[config.mk]
export PLATFORM = sky130hd
export DESIGN_NAME = fifo_wr_arbiter_flat
export DESIGN_NICKNAME = d
export VERILOG_FILES = /design/src/rtl/fifo_wr_arbiter_pkg.sv /design/src/rtl/fifo_wr_arbiter_if.sv /design/src/rtl/fifo_wr_arbiter_rr_pick.sv /design/src/rtl/fifo_wr_arbiter.sv /design/src/flat_wrapper.sv
export SDC_FILE = /design/constraint.sdc
export NUM_CORES = 1
export LEC_CHECK = 0
export ABC_AREA = 0
export CELL_PAD_IN_SITES_DETAIL_PLACEMENT = 2
export CELL_PAD_IN_SITES_GLOBAL_PLACEMENT = 2
export CORE_MARGIN = 5
export CORE_UTILIZATION = 19
export CTS_CLUSTER_SIZE = 12
export DETAILED_ROUTE_END_ITERATION = 8
export GPL_ROUTABILITY_DRIVEN = 0
export PLACE_DENSITY_LB_ADDON = 0.1
export SETUP_SLACK_MARGIN = 0.2
export SLEW_MARGIN = 5
export SYNTH_ARGS = -nofsm -noshare
export SYNTH_HDL_FRONTEND = slang
export SYNTH_SLANG_ARGS = --single-unit
[constraint.sdc]
create_clock -name clk -period 4.9 [get_ports clk]
set_clock_uncertainty 0.1 [all_clocks]
set_input_delay 0.49 -clock clk [delete_from_list [all_inputs] [get_ports clk]]
set_output_delay 0.49 -clock clk [all_outputs]
set_load 0.005 [all_outputs]
[src/rtl/fifo_wr_arbiter_pkg.sv]
//==============================================================================
// Package : fifo_arb_pkg
// Shared state encoding, statistics width and beat counter sizing for fifo_wr_arbiter.
// Rev     : 1.0
//==============================================================================
`default_nettype none

package fifo_arb_pkg;

  typedef enum logic {
    ST_IDLE  = 1'b0,
    ST_BURST = 1'b1
  } arb_state_t;

  localparam int STAT_WIDTH = 16;

  // One spare bit keeps MAX_BURST-1 representable for every legal MAX_BURST.
  function automatic int beat_cnt_width(input int max_burst);
    return $clog2(max_burst) + 1;
  endfunction

endpackage

`default_nettype wire

[src/rtl/fifo_wr_arbiter_if.sv]
//==============================================================================
// Interface : fifo_wr_arbiter_if
// Producer handshakes plus FIFO write port; master = arbiter side, slave = environment.
// Optional statistics signals exist only with FIFO_WR_ARBITER_STATS_EN.
// Rev       : 1.0
//==============================================================================
`default_nettype none

interface fifo_wr_arbiter_if #(
  parameter int NUM_REQ    = 4,
  parameter int DATA_WIDTH = 8
);

  logic [NUM_REQ-1:0]            req_valid;
  logic [NUM_REQ*DATA_WIDTH-1:0] req_data;
  logic [NUM_REQ-1:0]            req_ready;
  logic                          fifo_full;
  logic                          fifo_wr_en;
  logic [DATA_WIDTH-1:0]         fifo_data_in;
  logic [NUM_REQ-1:0]            grant;
  logic                          busy;
`ifdef FIFO_WR_ARBITER_STATS_EN
  logic                                           stat_clr;
  logic [NUM_REQ*fifo_arb_pkg::STAT_WIDTH-1:0]    stat_beats;
`endif

  modport master (
    input  req_valid, req_data, fifo_full,
`ifdef FIFO_WR_ARBITER_STATS_EN
    input  stat_clr,
    output stat_beats,
`endif
    output req_ready, fifo_wr_en, fifo_data_in, grant, busy
  );

  modport slave (
    output req_valid, req_data, fifo_full,
`ifdef FIFO_WR_ARBITER_STATS_EN
    output stat_clr,
    input  stat_beats,
`endif
    input  req_ready, fifo_wr_en, fifo_data_in, grant, busy
  );

endinterface

`default_nettype wire

[src/rtl/fifo_wr_arbiter_rr_pick.sv]
//==============================================================================
// Module : fifo_rr_pick
// Combinational round-robin picker: first set request after last, wrapping around.
// Rev    : 1.0
//==============================================================================
`default_nettype none

module fifo_rr_pick #(
  parameter int NUM_REQ = 4,
  parameter int IDX_W   = $clog2(NUM_REQ)
) (
  input  logic [NUM_REQ-1:0] req,
  input  logic [IDX_W-1:0]   last,
  output logic               any_req,
  output logic [IDX_W-1:0]   pick
);

  logic [IDX_W-1:0] w_cand;

  // Walk from farthest to nearest so the nearest candidate after last wins.
  always_comb begin
    any_req = |req;
    pick    = '0;
    w_cand  = '0;
    for (int k = NUM_REQ; k >= 1; k--) begin
      w_cand = IDX_W'((int'(last) + k) % NUM_REQ);
      if (req[w_cand]) begin
        pick = w_cand;
      end
    end
  end

endmodule

`default_nettype wire

[src/rtl/fifo_wr_arbiter.sv]
//==============================================================================
// Module : fifo_wr_arbiter
// Round-robin bounded-burst arbiter sharing one FIFO write port among producers.
// Optional per-requester beat counters: FIFO_WR_ARBITER_STATS_EN.
// Rev    : 1.0
//==============================================================================
`default_nettype none

module fifo_wr_arbiter #(
  parameter int NUM_REQ    = 4,
  parameter int DATA_WIDTH = 8,
  parameter int MAX_BURST  = 4
) (
  input  logic                clk,
  input  logic                reset,
  fifo_wr_arbiter_if.master   bus
);

  import fifo_arb_pkg::*;

  localparam int                IDX_W     = $clog2(NUM_REQ);
  localparam int                CNT_W     = beat_cnt_width(MAX_BURST);
  localparam logic [CNT_W-1:0]  LAST_BEAT = CNT_W'(MAX_BURST - 1);

  arb_state_t       r_state;
  logic [IDX_W-1:0] r_owner;
  logic [IDX_W-1:0] r_last_owner;
  logic [CNT_W-1:0] r_beat_cnt;

  logic             w_any_req;
  logic [IDX_W-1:0] w_pick;
  logic             w_active;
  logic             w_owner_valid;
  logic             w_accept;

  fifo_rr_pick #(
    .NUM_REQ (NUM_REQ),
    .IDX_W   (IDX_W)
  ) u_pick (
    .req     (bus.req_valid),
    .last    (r_last_owner),
    .any_req (w_any_req),
    .pick    (w_pick)
  );

  // Outputs are gated by reset so a beat presented during reset is never written.
  assign w_active      = (r_state == ST_BURST) && reset;
  assign w_owner_valid = bus.req_valid[r_owner];
  assign w_accept      = w_active && w_owner_valid && !bus.fifo_full;

  assign bus.fifo_wr_en = w_accept;
  assign bus.busy       = w_active;

  always_comb begin
    bus.req_ready    = '0;
    bus.grant        = '0;
    bus.fifo_data_in = '0;
    for (int i = 0; i < NUM_REQ; i++) begin
      if (w_active && (r_owner == IDX_W'(i))) begin
        bus.req_ready[i] = !bus.fifo_full;
        bus.grant[i]     = 1'b1;
        bus.fifo_data_in = bus.req_data[i*DATA_WIDTH +: DATA_WIDTH];
      end
    end
  end

  always_ff @(posedge clk) begin
    if (!reset) begin
      r_state      <= ST_IDLE;
      r_owner      <= '0;
      r_last_owner <= IDX_W'(NUM_REQ - 1);
      r_beat_cnt   <= '0;
    end else begin
      case (r_state)
        ST_IDLE: begin
          if (w_any_req) begin
            r_owner    <= w_pick;
            r_beat_cnt <= '0;
            r_state    <= ST_BURST;
          end
        end
        ST_BURST: begin
          if (w_accept && (r_beat_cnt == LAST_BEAT)) begin
            r_state      <= ST_IDLE;
            r_last_owner <= r_owner;
          end else if (!w_owner_valid) begin
            r_state      <= ST_IDLE;
            r_last_owner <= r_owner;
          end else if (w_accept) begin
            r_beat_cnt <= r_beat_cnt + 1'b1;
          end
        end
        default: begin
          r_state <= ST_IDLE;
        end
      endcase
    end
  end

`ifdef FIFO_WR_ARBITER_STATS_EN
  generate
    for (genvar i = 0; i < NUM_REQ; i++) begin : g_stat
      logic [STAT_WIDTH-1:0] r_beats;

      // Clear takes priority over a coincident beat; counters stick at all-ones.
      always_ff @(posedge clk) begin
        if (!reset || bus.stat_clr) begin
          r_beats <= '0;
        end else if (w_accept && (r_owner == IDX_W'(i)) && (r_beats != '1)) begin
          r_beats <= r_beats + 1'b1;
        end
      end

      assign bus.stat_beats[i*STAT_WIDTH +: STAT_WIDTH] = r_beats;
    end
  endgenerate
`endif

endmodule

`default_nettype wire

[src/flat_wrapper.sv]
// flat-port wrapper written by rule: the top's interface ports become plain ports
module fifo_wr_arbiter_flat import fifo_arb_pkg::*;
#(
  parameter int NUM_REQ    = 4,
  parameter int DATA_WIDTH = 8,
  parameter int MAX_BURST  = 4
)
  (clk, reset, bus_req_valid, bus_req_data, bus_fifo_full, bus_req_ready, bus_fifo_wr_en, bus_fifo_data_in, bus_grant, bus_busy);
  fifo_wr_arbiter_if #(.NUM_REQ(NUM_REQ), .DATA_WIDTH(DATA_WIDTH)) bus_i ();
  input  logic clk;
  input  logic reset;
  input wire logic [$bits(bus_i.req_valid)-1:0] bus_req_valid;
  input wire logic [$bits(bus_i.req_data)-1:0] bus_req_data;
  input wire logic [$bits(bus_i.fifo_full)-1:0] bus_fifo_full;
  output wire logic [$bits(bus_i.req_ready)-1:0] bus_req_ready;
  output wire logic [$bits(bus_i.fifo_wr_en)-1:0] bus_fifo_wr_en;
  output wire logic [$bits(bus_i.fifo_data_in)-1:0] bus_fifo_data_in;
  output wire logic [$bits(bus_i.grant)-1:0] bus_grant;
  output wire logic [$bits(bus_i.busy)-1:0] bus_busy;
  assign bus_i.req_valid = bus_req_valid;
  assign bus_i.req_data = bus_req_data;
  assign bus_i.fifo_full = bus_fifo_full;
  assign bus_req_ready = bus_i.req_ready;
  assign bus_fifo_wr_en = bus_i.fifo_wr_en;
  assign bus_fifo_data_in = bus_i.fifo_data_in;
  assign bus_grant = bus_i.grant;
  assign bus_busy = bus_i.busy;
  fifo_wr_arbiter #(.NUM_REQ(NUM_REQ), .DATA_WIDTH(DATA_WIDTH), .MAX_BURST(MAX_BURST)) u_core (.clk(clk), .reset(reset), .bus(bus_i));
endmodule
Word-level counts from Yosys, hierarchy flattened
Cells that the tools add are included. Widths: inputs -> output; s select.

Register bits: 8. Bits in latches: 0. Memory bits (writable): 0. ROM bits: 0. Bits of input ports: 39. Output and inout bits: 18. Logic and storage cells: 75. Memories: 0.

Add/sub/neg operators: 5. Multiply operators: 0. Div/mod/pow operators: 0. Order comparisons: 5. Equal/unequal tests: 9. Shifts and indexed selects: 0. Mux-type cells: 37. Bitwise operators: 1. Reduce and logical (&&, ||, !) cells: 14.

Operators by type and width (count): $mux 8 (4); $mux 1 (16); $lt 2x3->1 const B (5); $mux 2 (6); $mux 3 (4); $bmux 1 s2 (5); $ne 2x2->1 const B (5); $logic_and 1x1->1 (8); $pmux 3 s2 (1); $add 2x1->2 const B (2); $add 2x2->2 const B (2); $eq 2x2->1 const B (2); $reduce_and 2->1 (2); $reduce_and 4->1 (1); $reduce_or 4->1 (1); $add 3x1->3 const B (1); $eq 3x2->1 const B (1); $eq 2x1->1 const B (1); $logic_not 2->1 (1); $pmux 1 s2 (1); $logic_not 1->1 (1); $not 1->1 (1).

Longest topological paths before layout
Gate-level depths: netlist of the first run.

Word-level depth: 8. Depth in mapped cells: 6. Depth with buffers taken out: 6.

By module
A second synthesis of the first run with hierarchy kept.

Cell total of the unflattened synthesis: 98. Area, all modules: 907.1 um^2.

Modules (own cells, without submodules): fifo_wr_arbiter (instances 1, cells an instance 84, area each 815.8 um^2); fifo_rr_pick (instances 1, cells an instance 14, area each 91.3 um^2).

Worst setup path after synthesis of the first run
OpenSTA, ideal clock, no wires.

Kind: register to output. Start point: reg u_core.r_owner[0]. End point: out bus_fifo_data_in[1]. Data arrival time: 1.277 ns. Required time: 4.310 ns. Path slack: 3.033 ns. Cell stages (with the launch flop): 5. Buffers on the path: 2. Cells stage by stage: dfxtp_1 -> buf_6 -> buf_2 -> mux4_2 -> nor2b_1.

Word-level cells in the longest chain between the ends: 6. Elaborated cells on any way between the ends: 12. Those cells by class: eq/ne (3); mux (4); reduce/logical (5).

Ends and longest elaborated chain: start: declaration (line fifo_wr_arbiter.sv:26) `logic [IDX_W-1:0] r_owner;`; start signal: assignment (line fifo_wr_arbiter.sv:77) `r_owner <= w_pick;`; $logic_not 2->1 (line fifo_wr_arbiter.sv:59) `if (w_active && (r_owner == IDX_W'(i))) begin`; $logic_and 1x1->1 (line fifo_wr_arbiter.sv:59); $mux 8 (3 in series) (line fifo_wr_arbiter.sv:59); $mux 8 (*) (line fifo_wr_arbiter.sv:59); end: declaration (line flat_wrapper.sv:17) `output wire logic [$bits(bus_i.fifo_data_in)-1:0] bus_fifo_data_in;`.

Mark *: on every way between the ends. The rest lies on a longest branch, timed or not.

Worst setup path after layout of the first run
Start point: in reset. End point: out bus_grant[0].

Word-level cells in the longest chain between the ends: 3.

Ends and longest elaborated chain: start: declaration (line flat_wrapper.sv:11) `input logic reset;`; $logic_and 1x1->1 (line fifo_wr_arbiter.sv:47) `assign w_active = (r_state == ST_BURST) && reset;`; $logic_and 1x1->1 (line fifo_wr_arbiter.sv:59); $mux 1 (line fifo_wr_arbiter.sv:59); end: declaration (line flat_wrapper.sv:18) `output wire logic [$bits(bus_i.grant)-1:0] bus_grant;`.

No other way between the ends.

==> results of run 1 <==
-- worst min path at each step --
stage / startpoint / to / slack [ps] / cells past startpoint
2_1_floorplan: u_core.r_beat_cnt[0]$_SDFFE_PN0P_ / u_core.r_beat_cnt[0]$_SDFFE_PN0P_ / 340 / 1
3_3_place_gp: u_core.r_beat_cnt[2]$_SDFFE_PN0P_ / u_core.r_beat_cnt[2]$_SDFFE_PN0P_ / 350 / 2
3_5_place_dp: u_core.r_beat_cnt[1]$_SDFFE_PN0P_ / u_core.r_beat_cnt[1]$_SDFFE_PN0P_ / 370 / 2
4_1_cts: u_core.r_beat_cnt[1]$_SDFFE_PN0P_ / u_core.r_beat_cnt[1]$_SDFFE_PN0P_ / 370 / 2
5_1_grt: u_core.r_beat_cnt[2]$_SDFFE_PN0P_ / u_core.r_beat_cnt[2]$_SDFFE_PN0P_ / 400 / 2
6_report: u_core.r_beat_cnt[1]$_SDFFE_PN0P_ / u_core.r_beat_cnt[1]$_SDFFE_PN0P_ / 370 / 2
-- through the flow --
stage / setup WS, ps / std cells
3_5_place_dp: 2000 / 187
3_3_place_gp: 2010 / 187
4_1_cts: 1940 / 190
5_1_grt: 1870 / 190
6_report: 1990 / 190
2_1_floorplan: 3030 / 87
-- layout make-up --
class                      instances  area (sq um)
multi-input combinational         65           566
clock buffer                       3          41.3
sequential                         8           160
fill                             457          2580
timing repair buffer              56           561
inverter                           8          30.0
tap                               50          62.6
-- cells by family after synthesis --
family | Yosys count | synth area share
fa+ha+maj | 2 | 0.0317
buf+inv | 14 | 0.0794
mux | 9 | 0.276
flops | 8 | 0.203
simple gates | 38 | 0.256
compound gates | 16 | 0.154
-- cell usage after synthesis, types with 2 or more instances --
master	n	area, sq um
mux4_1	4	105
clkbuf_1	3	11.3
ha_1	2	25.0
nand2_1	9	33.8
o21ai_1	3	15.0
mux4_2	5	113
buf_2	2	10.0
inv_1	8	30.0
nor2b_1	9	56.3
nand4_1	3	18.8
nor2_1	7	26.3
nand3b_1	2	15.0
nor3_1	2	10.0
nand2b_1	4	25.0
dfxtp_1	8	160
a21boi_0	2	15.0
-- worst max-delay path: cells and delay by family --
family	cells	cell delay, ps
and+or+nand+nor	2	600
buffers and inverters	2	1230
-- cells in the final DEF, fill, tap and decap left out, types with 4 or more instances in the layout --
| cell type | n |
|---|---|
| nand2b_1 | 4 |
| nor2_1 | 7 |
| inv_1 | 8 |
| mux4_1 | 4 |
| clkdlybuf4s50_1 | 56 |
| nor2b_1 | 9 |
| nand2_1 | 9 |
| mux4_2 | 5 |
| dfxtp_1 | 8 |
-- power by group --
part | internal, mW | switching, mW | leakage, nW
combinational | 0.0687 | 0.0305 | 0.426
clock | 0.0533 | 0.0264 | 0.0216
sequential | 0.0703 | 0.0141 | 0.0657
total | 0.192 | 0.0710 | 0.514
-- state kept, by name, indices dropped and copies added, names as in the netlist --
name / flops
u_core.r_beat_cnt: 3
u_core.r_last_owner: 2
u_core.r_owner: 2
u_core.r_state: 1
-- per-layer routing --
| layer | GRT usage | wire length (um) | vias up |
|---|---|---|---|
| met2 | 0.195 | 1450 | 40 |
| met5 | 0 | 0 | - |
| li1 | - | - | 425 |
| met1 | 0.152 | 1450 | 424 |
| met3 | 0.0297 | 274 | 0 |
| met4 | 0.0178 | 0 | 0 |
==> flow_metrics.py, run 1 <==
metrics = {
    "worst_setup_path": {
        "crit_end": "bus_grant[0]",
        "crit_required_ps": 4310,
        "worst_setup_path_end_kind": "output pin",
        "rr_worst_depth": 4,
        "rr_endpoint": "u_core.r_beat_cnt[0]$_SDFFE_PN0P_",
        "crit_type": "in2out",
        "cp_common_cell": "clkdlybuf4s50_1",
        "r2r-start": "u_core.r_owner[0]$_SDFFE_PN0P_",
        "rrSetupSlack_ps": 2770,
        "crit_chain": "clkdlybuf4s50_1 > nand2_1 > nor3_1 > clkdlybuf4s50_1",
        "slowest_delay_ps": 690,
        "crit_slowest_cell": "clkdlybuf4s50_1",
        "critPathLaunch": "reset",
        "critPathLaunchType": "input port",
        "cp_max_fo": 13,
        "cp_data_arrival_time_ps": 2320,
    },
    "route": {
        "num_vias": 889,
        "firstDrtPassIters": 3,
        "drt-total-wl_mm": 3.17,
        "drc": 0,
        "routedWlPerCell_um": 16.7,
        "viasPerCell": 4.68,
        "ant_nets": 0,
        "dr.first_iter.drc_count": 14,
    },
    "synth": {
        "synth_edf_count": 0,
        "synthCells": 87,
        "syn_area_sq_um": 788,
        "synth-async-reset-ratio": 0,
        "ys.warnings.count": 0,
        "yosysUniqueCellTypes": 30,
        "syn-num-nets": 128,
        "ys_seq_elements": 8,
        "synthFlopType": "dfxtp_1",
        "seq_area_frac_synth": 0.203,
        "avgSynthCellArea_sq_um": 9.06,
    },
    "global_route": {
        "gr-total-overflow": 0,
        "grt_pass1_wl_mm": 4.88,
        "antenna_found_initial": 0,
        "grt_pass1_vias": 967,
        "grt_usage": 0.116,
        "grt_max_degree": 17,
    },
    "power_and_ir_drop": {
        "powerDensity_mw_per_mm2": 185,
        "ir_worst_vdd_mv": 0.135,
        "leakagePower_nw": 0.514,
        "power_uw": 263,
    },
    "clock_network": {
        "clkTransAtPathRegs_ps": 40,
        "clk_latency_ps": 230,
        "post_cts_buffers": 0,
        "holdBufCountCts": 0,
        "cts_made_buffers": 3,
        "htree_levels": 1,
        "clock_path_buffers": 2,
        "cts_tree": "done",
        "cts-root-buf": "clkbuf_8",
        "ctsResizeCount": 0,
        "clkSinkCount": 8,
    },
    "sta": {
        "hold_viol_final": 0,
        "rsz0062_at_grt": "false",
        "holdWs_ps": 371,
        "setup_violations": 0,
        "slew_headroom": 0.483,
        "drv_slew": 0,
        "min_period_ps": 2910,
        "fin_tns_setup_ps": 0,
        "timing.fmax_ghz": 0.344,
        "finalCritPeriodShare": 0.594,
        "worst_pin_slew_ps": 775,
    },
    "die": {
        "dieArea_sq_mm": 0.00554,
        "fp.coreArea_sq_mm": 0.00400,
        "start_util": 0.197,
        "die_h_um": 74.4,
        "io_pins": 57,
        "die_w_um": 74.4,
        "row_count": 23,
    },
    "cells_and_area": {
        "design_area_sq_mm": 0.00142,
        "fin_util": 0.355,
        "nNetsFinal": 183,
        "area.growth.synth_to_final_pct": 80.2,
        "drive_above_1_share": 0.0714,
        "antenna_cells": 0,
    },
    "place": {
        "placed_area_sq_mm": 0.00138,
        "dpl.hpwl_mm": 2.64,
        "portBuffers": 56,
    },
    "run_status": {
        "status": "finished clean",
    },
    "hold_path": {
        "hold_path_class": "reg2reg",
    },
    "run": {
        "drv_cap": 0,
    },
}
No activity file was read; power rests on OpenSTA's default activity.
==> run 2, diff against run 1 <==
- CORE_UTILIZATION: 19 -> 18
- clock period: 4.9 -> 2.9 ns (I/O delays scaled with it)
==> run 2 against run 1 <==
Non-clock buffer count up 3. Final cell count up 2.6%. Sequential share of layout area down 0.20 points. Count of clock-buffer cells in the layout unchanged. Global-route usage up 0.42 points. Flip-flop and latch count unchanged. Worst setup slack worse by 1600 ps. Hold slack better by 7.8 ps. Largest cell class is now non-clock buffers. Highest routed layer is now met4.
==> flow_metrics.py, run 2 (synthesis gave the netlist of run 1 again) <==
metrics = {
    "run_status": {
        "status": "finished clean",
    },
    "die": {
        "fp.coreArea_sq_mm": 0.00429,
        "die_h_um": 76.2,
        "row_count": 24,
        "dieArea_sq_mm": 0.00580,
        "io_pins": 57,
        "die_w_um": 76.2,
        "start_util": 0.184,
    },
    "global_route": {
        "grt_max_degree": 14,
        "grt_pass1_wl_mm": 5.64,
        "grt_pass1_vias": 1024,
        "gr-total-overflow": 0,
        "antenna_found_initial": 0,
        "grt_usage": 0.120,
    },
    "cells_and_area": {
        "num-fill-cells": 488,
        "final_cell_mix": "clkdlybuf4s50_1, nand2_1, nor2b_1, inv_1, dfxtp_1",
        "final_common_cell": "clkdlybuf4s50_1",
        "drive_above_1_share": 0.0909,
        "top_regs": "u_core.r_beat_cnt (3), u_core.r_last_owner (2), u_core.r_owner (2)",
        "fin_util": 0.337,
        "top_register": "u_core.r_beat_cnt",
        "nNetsFinal": 186,
        "largest_register_ff_count": 3,
        "antenna_cells": 0,
        "stdcell_count": 195,
        "area.growth.synth_to_final_pct": 83.3,
    },
    "sta": {
        "worst_pin_slew_ps": 751,
        "slew_headroom": 0.494,
        "finalCritPeriodShare": 0.851,
        "rsz0062_at_grt": "false",
        "setup_violations": 0,
        "timing.fmax_ghz": 0.405,
        "hold_viol_final": 0,
        "setup_slack_ps": 433,
        "fin_tns_setup_ps": 0,
        "drv_slew": 0,
        "min_period_ps": 2470,
        "holdWs_ps": 378,
    },
    "worst_setup_path": {
        "critPathLaunch": "u_core.r_owner[0]$_SDFFE_PN0P_",
        "critical-path-top-delay-family": "buffers and inverters",
        "crit_slowest_cell": "mux4_1",
        "rrSetupSlack_ps": 1140,
        "worst_setup_path_end_kind": "output pin",
        "crit_required_ps": 2510,
        "cp_data_arrival_time_ps": 2080,
        "critPathLaunchType": "register",
        "cp_max_fo": 13,
        "rr_endpoint": "u_core.r_beat_cnt[2]$_SDFFE_PN0P_",
        "rr_worst_depth": 4,
        "r2r-start": "u_core.r_owner[1]$_SDFFE_PN0P_",
        "crit_buf_inv": 2,
        "slowest_delay_ps": 570,
        "crit_chain": "buf_4 > mux4_1 > nor2b_1 > clkdlybuf4s50_1",
        "crit_type": "reg2out",
    },
    "hold_path": {
        "whs_endpoint": "u_core.r_beat_cnt[1]$_SDFFE_PN0P_",
        "hold_path_class": "reg2reg",
        "holdPathStages": 2,
        "hp-start": "u_core.r_beat_cnt[1]$_SDFFE_PN0P_",
    },
    "route": {
        "ant_nets": 0,
        "num_vias": 898,
        "viasPerCell": 4.61,
        "routedWlPerCell_um": 17.5,
        "dr.first_iter.drc_count": 8,
        "drc": 0,
        "firstDrtPassIters": 3,
        "drt-total-wl_mm": 3.42,
    },
    "clock_network": {
        "htree_levels": 1,
        "clkTransAtPathRegs_ps": 40,
        "ctsResizeCount": 0,
        "post_cts_buffers": 0,
        "cts-root-buf": "clkbuf_8",
        "clk_latency_ps": 230,
        "clkSinkCount": 8,
        "clock_path_buffers": 2,
        "cts_tree": "done",
        "holdBufCountCts": 0,
        "cts_made_buffers": 3,
    },
    "place": {
        "dpl.hpwl_mm": 2.82,
        "portBuffers": 56,
        "placed_cells": 192,
        "post-place-ws_ps": 511,
    },
    "power_and_ir_drop": {
        "power.share.clock": 0.293,
        "power_switching_uw": 122,
        "p_seq_frac": 0.293,
        "ir_worst_vdd_mv": 0.174,
        "leakagePower_nw": 0.529,
        "powerDensity_mw_per_mm2": 312,
        "p_sw_frac": 0.270,
        "p_int_uw": 329,
        "pwr-share-comb": 0.414,
    },
    "run": {
        "drv_cap": 0,
    },
}
-- run 2: layout make-up --
cell class / count / area [sq um] / share of cell area
well taps: 52 / 65.1 / 0.0450
repair buffers: 59 / 583 / 0.403
flip-flops and latches: 8 / 160 / 0.111
clock buffers: 3 / 41.3 / 0.0286
inverters: 8 / 30.0 / 0.0208
multi-input cells: 65 / 566 / 0.391
-- run 2: per-layer routing --
layer,up-vias,global-route usage,routed length [um]
met3,2,0.0272,194
li1,435,-,-
met4,0,0.0315,13
met5,-,0,0
met2,30,0.227,1850
met1,431,0.133,1360
-- run 2: how the worst max path moves through the flow --
stage,end,slack (ps),depth (start not counted)
after global placement,bus_fifo_wr_en,540,4
after detailed placement,bus_fifo_wr_en,510,4
after global routing,bus_fifo_data_in[5],320,4
after CTS,bus_fifo_data_in[4],400,4
after floorplan,bus_fifo_data_in[1],1230,4
final,bus_fifo_data_in[5],430,4
-- run 2: worst reg2reg max path: cells and delay by family, from the launching register on --
kind            cells  cell delay (ps)
compound gates      1               70
simple gates        2              540
flops               1              580
mux                 1              350
-- run 2: through the flow --
step	power (mW)	cell area, sq um
after detailed placement	0.324	1400
after CTS	0.463	1450
after global routing	0.482	1450
final	0.451	1450
after floorplan	0.223	788
after global placement	0.317	1400
-- run 2: power groups by stage --
stage | combinational (mW) | sequential, mW | clock [mW]
CTS | 0.192 | 0.132 | 0.140
floorplan | 0.0977 | 0.126 | 0
detailed placement | 0.190 | 0.134 | 0
global placement | 0.184 | 0.133 | 0
global route | 0.203 | 0.135 | 0.144
finish | 0.187 | 0.132 | 0.132
==> run 3, diff against run 2 <==
- CAP_MARGIN: not set -> 20
==> results of run 3 <==
Final layout, timing and power as in run 2 (identical DEF).
